===== config.mk =====
export PLATFORM = sky130hd
export DESIGN_NAME = div_arbiter
export DESIGN_NICKNAME = d
export VERILOG_FILES = /design/src/rtl/div_pkg.sv /design/src/rtl/div_core.sv /design/src/rtl/div_arbiter.sv
export SDC_FILE = /design/constraint.sdc
export NUM_CORES = 1
export LEC_CHECK = 0
export CAP_MARGIN = 20
export CORE_ASPECT_RATIO = 1.75
export CORE_UTILIZATION = 45
export CTS_BUF_LIST = sky130_fd_sc_hd__clkbuf_8
export DETAILED_ROUTE_END_ITERATION = 16
export PLACE_DENSITY_LB_ADDON = 0.25
export REMOVE_ABC_BUFFERS = 1
export SYNTH_ARGS = -nofsm -noshare
export SYNTH_HDL_FRONTEND = slang
export SYNTH_SLANG_ARGS = --single-unit

===== constraint.sdc =====
create_clock -name clk -period 3.18 [get_ports clk]
set_input_delay 0.477 -clock clk [delete_from_list [all_inputs] [get_ports clk]]
set_output_delay 0.477 -clock clk [all_outputs]
set_load 0.005 [all_outputs]

===== src/rtl/div_pkg.sv =====
// Shared width, FSM state encoding and divide-by-zero constant for the
// two-requester divider arbiter.
package div_pkg;

  localparam int WIDTH     = 5;
  localparam int MAX_WIDTH = 32;

  // Quotient reported on divide-by-zero; truncated to the instance width.
  localparam logic [MAX_WIDTH-1:0] DZ_QUOT = '1;

  typedef enum logic [1:0] {
    IDLE = 2'd0,
    RUN  = 2'd1,
    DONE = 2'd2
  } state_t;

endpackage


===== src/rtl/div_core.sv =====
// Iterative restoring unsigned divider: one shift/subtract step per clock,
// WIDTH steps per operation. q/r present the values after the current step.
module div_core #(
  parameter int WIDTH = div_pkg::WIDTH
) (
  input  logic             clk,
  input  logic             reset,
  input  logic             start,
  input  logic [WIDTH-1:0] a,
  input  logic [WIDTH-1:0] b,
  output logic             done,
  output logic [WIDTH-1:0] q,
  output logic [WIDTH-1:0] r
);
  import div_pkg::*;

  localparam int CW = $clog2(WIDTH + 1);

  logic [CW-1:0]    cnt;
  logic [WIDTH-1:0] rem;
  logic [WIDTH-1:0] quo;
  logic [WIDTH-1:0] dvs;
  logic [WIDTH:0]   shifted;
  logic             fits;
  logic [WIDTH-1:0] rem_nxt;
  logic [WIDTH-1:0] quo_nxt;

  // rem < dvs always holds, so the shifted value fits in WIDTH+1 bits and the
  // restored remainder fits back into WIDTH bits.
  always_comb begin
    shifted = {rem, quo[WIDTH-1]};
    fits    = (shifted >= {1'b0, dvs});
    rem_nxt = fits ? WIDTH'(shifted - {1'b0, dvs}) : shifted[WIDTH-1:0];
    quo_nxt = {quo[WIDTH-2:0], fits};
  end

  always_ff @(posedge clk or posedge reset) begin
    if (reset) begin
      cnt <= '0;
      rem <= '0;
      quo <= '0;
      dvs <= '0;
    end else if (start) begin
      cnt <= CW'(WIDTH);
      rem <= '0;
      quo <= a;
      dvs <= b;
    end else if (cnt != '0) begin
      cnt <= cnt - CW'(1);
      rem <= rem_nxt;
      quo <= quo_nxt;
    end
  end

  assign done = (cnt == CW'(1));
  assign q    = quo_nxt;
  assign r    = rem_nxt;

endmodule


===== src/rtl/div_arbiter.sv =====
// Round-robin arbiter sharing one iterative divider between two requesters.
//   state | meaning
//   IDLE  | ready offered to the granted valid requester
//   RUN   | divider stepping, requests ignored
//   DONE  | response held until rsp_ready
module div_arbiter #(
  parameter int WIDTH = div_pkg::WIDTH
) (
  input  logic             clk,
  input  logic             reset,
  input  logic             req0_valid,
  input  logic [WIDTH-1:0] req0_a,
  input  logic [WIDTH-1:0] req0_b,
  output logic             req0_ready,
  input  logic             req1_valid,
  input  logic [WIDTH-1:0] req1_a,
  input  logic [WIDTH-1:0] req1_b,
  output logic             req1_ready,
  output logic             rsp_valid,
  output logic             rsp_id,
  output logic [WIDTH-1:0] rsp_q,
  output logic [WIDTH-1:0] rsp_r,
  output logic             rsp_dz,
  input  logic             rsp_ready
);
  import div_pkg::*;

  state_t           state;
  state_t           state_nxt;
  logic             prio;
  logic             cur_id;
  logic             grant0;
  logic             grant1;
  logic             accept;
  logic             by_zero;
  logic             start;
  logic [WIDTH-1:0] sel_a;
  logic [WIDTH-1:0] sel_b;
  logic             core_done;
  logic [WIDTH-1:0] core_q;
  logic [WIDTH-1:0] core_r;

  // prio names the requester that wins the next tie.
  always_comb begin
    state_nxt = state;
    grant0    = 1'b0;
    grant1    = 1'b0;
    if (state == IDLE && !reset) begin
      if (req0_valid && (!req1_valid || !prio)) grant0 = 1'b1;
      else if (req1_valid)                      grant1 = 1'b1;
    end
    accept  = grant0 | grant1;
    sel_a   = grant1 ? req1_a : req0_a;
    sel_b   = grant1 ? req1_b : req0_b;
    by_zero = (sel_b == '0);
    start   = accept && !by_zero;
    case (state)
      IDLE:    if (accept) state_nxt = by_zero ? DONE : RUN;
      RUN:     if (core_done) state_nxt = DONE;
      DONE:    if (rsp_valid && rsp_ready) state_nxt = IDLE;
      default: state_nxt = IDLE;
    endcase
  end

  assign req0_ready = grant0;
  assign req1_ready = grant1;

  always_ff @(posedge clk or posedge reset) begin
    if (reset) state <= IDLE;
    else       state <= state_nxt;
  end

  // A divide-by-zero enters DONE at the accept edge but raises rsp_valid one
  // edge later, so its latency is a single edge.
  always_ff @(posedge clk or posedge reset) begin
    if (reset) begin
      prio      <= 1'b0;
      cur_id    <= 1'b0;
      rsp_valid <= 1'b0;
      rsp_id    <= 1'b0;
      rsp_q     <= '0;
      rsp_r     <= '0;
      rsp_dz    <= 1'b0;
    end else begin
      if (accept) begin
        prio   <= grant0;
        cur_id <= grant1;
        if (by_zero) begin
          rsp_id <= grant1;
          rsp_q  <= WIDTH'(DZ_QUOT);
          rsp_r  <= sel_a;
          rsp_dz <= 1'b1;
        end
      end
      if (state == RUN && core_done) begin
        rsp_valid <= 1'b1;
        rsp_id    <= cur_id;
        rsp_q     <= core_q;
        rsp_r     <= core_r;
        rsp_dz    <= 1'b0;
      end
      if (state == DONE) begin
        if (!rsp_valid)     rsp_valid <= 1'b1;
        else if (rsp_ready) rsp_valid <= 1'b0;
      end
    end
  end

  div_core #(.WIDTH(WIDTH)) u_core (
    .clk   (clk),
    .reset (reset),
    .start (start),
    .a     (sel_a),
    .b     (sel_b),
    .done  (core_done),
    .q     (core_q),
    .r     (core_r)
  );

endmodule


## Word-level counts from Yosys, hierarchy flattened

Index checks and enable logic that the tools add are counted.

- Mux-type cells: 35
- Bitwise logic cells: 1
- $add $sub $neg: 2
- $lt $le $gt $ge: 1
- Reductions and logical operators: 18
- $mul: 0
- Shift operators: 0
- Eq/ne operators: 6
- Divide/modulo/power cells: 0

Operators with widths:

| kind | count |
|---|---|
| 5-bit 2-to-1 mux | 13 |
| 1-bit 2-to-1 mux | 15 |
| 2-bit 2-to-1 mux | 4 |
| 6-bit by 5-bit >= comparator with 1-bit output | 1 |
| 3-bit 2-to-1 mux | 2 |
| 2-bit inequality test, second input constant | 3 |
| 2-bit case mux with 3 select lines | 1 |
| 2-bit nonzero test | 3 |
| 1-bit logical AND | 5 |
| 5-bit logical NOT | 1 |
| 5-bit subtractor | 1 |
| 1-bit logical NOT | 4 |
| 3-bit by 1-bit == test with 1-bit output, second input constant | 1 |
| 3-bit AND reduction | 1 |
| 3-bit nonzero test | 1 |
| 3-bit by 1-bit subtractor with 3-bit output, second input constant | 1 |
| 2-bit by 1-bit == test with 1-bit output, second input constant | 1 |
| 2-bit == test, second input constant | 1 |
| 2-bit logical NOT | 1 |
| 2-bit AND reduction | 1 |
| 1-bit logical OR | 1 |
| 1-bit OR | 1 |

- Word-level logic and storage cells: 75
- Register bits: 35
- Memories: 0
- Bits in writable memories: 0
- Output and inout port bits: 15
- Bits in latches: 0
- Memory bits (read-only): 0

## Depth between registers and ports, before layout

- Depth in word-level cells: 10
- Mapped depth: 10

## By module

From an unflattened synthesis, not the netlist that was laid out.

- Cells, all modules: 193
- Area, all modules: 2069.5 um^2

Modules (own cells, without submodules):

| module | area each (um^2) | cells an instance | instances |
|---|---|---|---|
| div_core | 1086.0 | 109 | 1 |
| div_arbiter | 983.4 | 84 | 1 |

## Worst setup path after synthesis

No wires, ideal clock.

- Path kind: register to register
- Start point: reg u_core.quo[4]
- End point: reg u_core.rem[0]
- Clock period less this slack: 2.086 ns
- Cell stages (with the launch flop): 11
- Arrival: 1.944 ns
- Buffers on the path: 1
- Setup slack: 1.094 ns
- Setup time: 0.142 ns
- Cell sequence: dfrtp_1 inv_1 ha_1 inv_1 fa_1 a21oi_1 nor2b_1 or2_2 buf_1 o21ai_0 a211oi_2

- Longest elaborated chain between the ends: 4

RTL lines:

| what | line | RTL |
|---|---|---|
| from (decl) | div_core.sv:21 | `logic [WIDTH-1:0] quo;` |
| from (signal assigned) | div_core.sv:51 | `quo <= quo_nxt;` |
| 5-bit subtractor / 6-bit by 5-bit >= comparator with 1-bit output (equally long branches) | div_core.sv:33, div_core.sv:32 |  |
| 5-bit 2-to-1 mux * | div_core.sv:33 | `rem_nxt = fits ? WIDTH'(shifted - {1'b0, dvs}) : shifted[WIDTH-1:0];` |
| 5-bit 2-to-1 mux * | div_core.sv:48 | `end else if (cnt != '0) begin` |
| 5-bit 2-to-1 mux * | div_core.sv:43 | `end else if (start) begin` |
| to (signal assigned) | div_core.sv:50 | `rem <= rem_nxt;` |
| to (decl) | div_core.sv:20 | `logic [WIDTH-1:0] rem;` |

Every way passes the cells marked *; elsewhere a longest branch is shown, timed or not. The select of a mux whose other input is x is not followed.
A chain may end at the register's enable or synchronous reset.

## Worst setup path after layout

- Start point: in reset
- End point: out req0_ready

- Longest elaborated chain between the ends: 3

RTL lines:

| what | line | RTL |
|---|---|---|
| from (decl) | div_arbiter.sv:10 | `input logic reset,` |
| 1-bit logical NOT (no source line) | n/a |  |
| 1-bit logical AND | div_arbiter.sv:48 | `if (state == IDLE && !reset) begin` |
| 1-bit 2-to-1 mux | div_arbiter.sv:48 |  |
| to (decl) | div_arbiter.sv:14 | `output logic req0_ready,` |

No other way between the ends.

==> flow_summary.yaml <==
status:
  status: "completed"
layout:
  n_antenna_cell: 0
  synthToLayoutAreaGrowth_pct: 25.1
  stdcell_area_sq_um: 2570
  fillCellCount: 419
  drive_gt1_frac: 0.102
  layout.nets: 297
sta:
  post-route-period-util: 0.786
  fin_setup_tns_ns: 0
  drv_slew: 0
  relSlewSlack: 0.495
  fin_skew_ns: 0.00593
  finalSetupViolCount: 0
  rsz0062_at_grt: "no"
  worstMarginPinSlew_ns: 0.756
  fmax_ghz: 0.400
  fin_crit_ns: 2.50
  hold_violations: 0
yosys:
  yosysWarnings: 0
  syn-cell-area_sq_um: 2050
  ys_async_sr_fraction: 1.00
  ys_seq_area_frac: 0.426
  yosysUniqueCellTypes: 46
  synth_area_per_cell_sq_um: 9.21
  synth_seq_cells: 35
  synth_flop_cell: "dfrtp_1"
  synthCells: 223
  synth_edf_count: 0
critical_path:
  crit_path_end_kind: "primary output"
  crit_path_start_kind: "primary input"
  crit_family: "buffers and inverters"
  cp_num_buf_inv: 2
  arrival_ns: 2.02
  slowest_stage: "clkdlybuf4s50_1"
  required_ns: 2.70
  path_cells: "clkdlybuf4s50_1, nor3_4, nand2_1, a21oi_1, clkdlybuf4s50_1"
  r2r_setup_slack_ns: 0.91
  max_stage_delay_ns: 0.53
  worstSetupPathType: "in -> out"
  crit_path_frequent_cell: "clkdlybuf4s50_1"
  worstPathMaxFanout: 8
hold_path:
  hold_path_class: "reg -> reg"
cts:
  clockBufferDepth: 2
  numCtsBuffers: 5
  cts_num_sinks: 35
  cts_hold_repair.buffers: 0
  htree_levels: 2
  cts_tree: "built"
  clk_pin_slew_worst_paths_ns: 0.07
  post_cts_resized: 0
  worst_skew_pair.late_latency_ns: 0.28
  cts_root_buf: "clkbuf_8"
  cts_setup_buffers: 0
floorplan:
  die_area_sq_um: 4850
  core-area_sq_um: 4400
  row_count: 32
  die_w_microns: 53.1
  io_pins: 40
  die_y_microns: 91.4
  initial_core_util: 0.466
pwr:
  ir_drop_mv: 0.637
  finalPower_mw: 2.57
  p_leak_nw: 1.16
  cellPowerDensity_nw_per_um2: 999
detailed_routing:
  dr.pass1.iters: 4
  wl_per_cell_microns: 15.9
  wl_microns: 5010
  vias_per_cell: 5.60
  drc: 0
  ant_nets: 0
  first_iter_violations: 26
  routed-via-count: 1763
grt:
  grt_pass1_vias: 1742
  grt_max_degree: 22
  antenna_found_initial: 0
  track_usage: 0.235
  grt_pass1_wl_microns: 8200
  grt-ovfl-total: 0
place:
  place.gp.congestion: 0.761
  placement.io_buffers: 39
  placed_area_sq_um: 2490
  dp_hpwl_microns: 3920
job:
  drv_cap: 0
==> layer usage <==
metal | global-route usage | vias to the layer above | part of all wire
met5 | 0 | - | 0
met4 | 0.0658 | 0 | 0.013
met3 | 0.0419 | 5 | 0.028
met2 | 0.434 | 28 | 0.58
met1 | 0.259 | 860 | 0.38
li1 | - | 870 | -
==> cells in the final DEF (no fill, tap or decap), types with 6 or more instances in the layout <==
cell / Yosys / final
a21oi_1: 16 / 16
a31oi_1: 8 / 8
buf_4: 0 / 6
clkdlybuf4s50_1: 0 / 39
dfrtp_1: 35 / 35
ha_1: 8 / 8
inv_1: 11 / 13
nand2_1: 30 / 30
nor2_1: 23 / 23
o21ai_0: 9 / 9
==> area by class of cell <==
type | count | area, sq um | area share
Multi-Input combinational cell | 165 | 1070 | 0.417
Tap cell | 51 | 63.8 | 0.0248
Inverter | 11 | 41.3 | 0.0161
Sequential cell | 35 | 876 | 0.341
Clock inverter | 3 | 12.5 | 0.00487
Timing Repair Buffer | 45 | 435 | 0.169
Clock buffer | 5 | 68.8 | 0.0268
==> logic make-up (layout without fill, tap and decap cells) <==
logic type,Yosys count,in the layout,share of synthesized area
adder cells (fa/ha/maj),9,9,0.0585
AND/OR/NAND/NOR,81,81,0.195
XOR/XNOR,2,2,0.00853
AO/OA/AOI/OAI,67,67,0.227
multiplexers,6,6,0.0298
buffers and inverters,23,64,0.0542
flip-flops,35,35,0.426
==> report_power, final <==
part / internal (mW) / switching [mW]
Clock: 0.147 / 0.152
Combinational: 0.701 / 0.721
Sequential: 0.674 / 0.174
Total: 1.52 / 1.05
==> per-stage QoR <==
stage	worst slack, ns	hold WS (ns)	instances	utilization
after floorplan	0.321	0.463	211	-
after detailed placement	0.558	0.491	307	0.565
after CTS	0.671	0.500	315	0.584
after global placement	0.595	0.489	307	0.565
after global routing	0.528	0.512	315	0.584
final	0.681	0.501	315	0.584
==> registers in the layout, indices dropped and copies added (netlist names) <==
| name | cells |
|---|---|
| cur_id | 1 |
| rsp_q | 5 |
| rsp_r | 5 |
| rsp_valid | 1 |
| u_core.quo | 5 |
| rsp_dz | 1 |
| u_core.rem | 5 |
| prio | 1 |
| u_core.cnt | 3 |
| state | 2 |
| u_core.dvs | 5 |
| rsp_id | 1 |
==> synthesized netlist by cell type, drive strengths merged (3+ instances only) <==
master  count  area [sq um]
dfrtp      35           876
nand2      31           124
nor2       23          86.3
a21oi      16          80.1
o21ai      12          60.1
inv        11          41.3
a31oi      10          75.1
buf         8          55.1
ha          8           100
a211oi      6          60.1
mux2i       5          50.1
nor2b       5          31.3
o22ai       5          31.3
a41o        4          40.0
and3        4          35.0
clkbuf      4          15.0
a21o        3          23.8
nand2b      3          18.8
o21a        3          22.5
==> final timing paths <==
check                         startpoint          to  cells after the start
max                                reset  req0_ready                      5
min                                 prio        prio                      1
max reg2reg                u_core.quo[4]    rsp_r[0]                      9
min reg2reg                         prio        prio                      1
max in group asynchronous          reset    rsp_r[4]                      3
min in group asynchronous          reset        prio                      2
(Power assumes the default switching activity.)
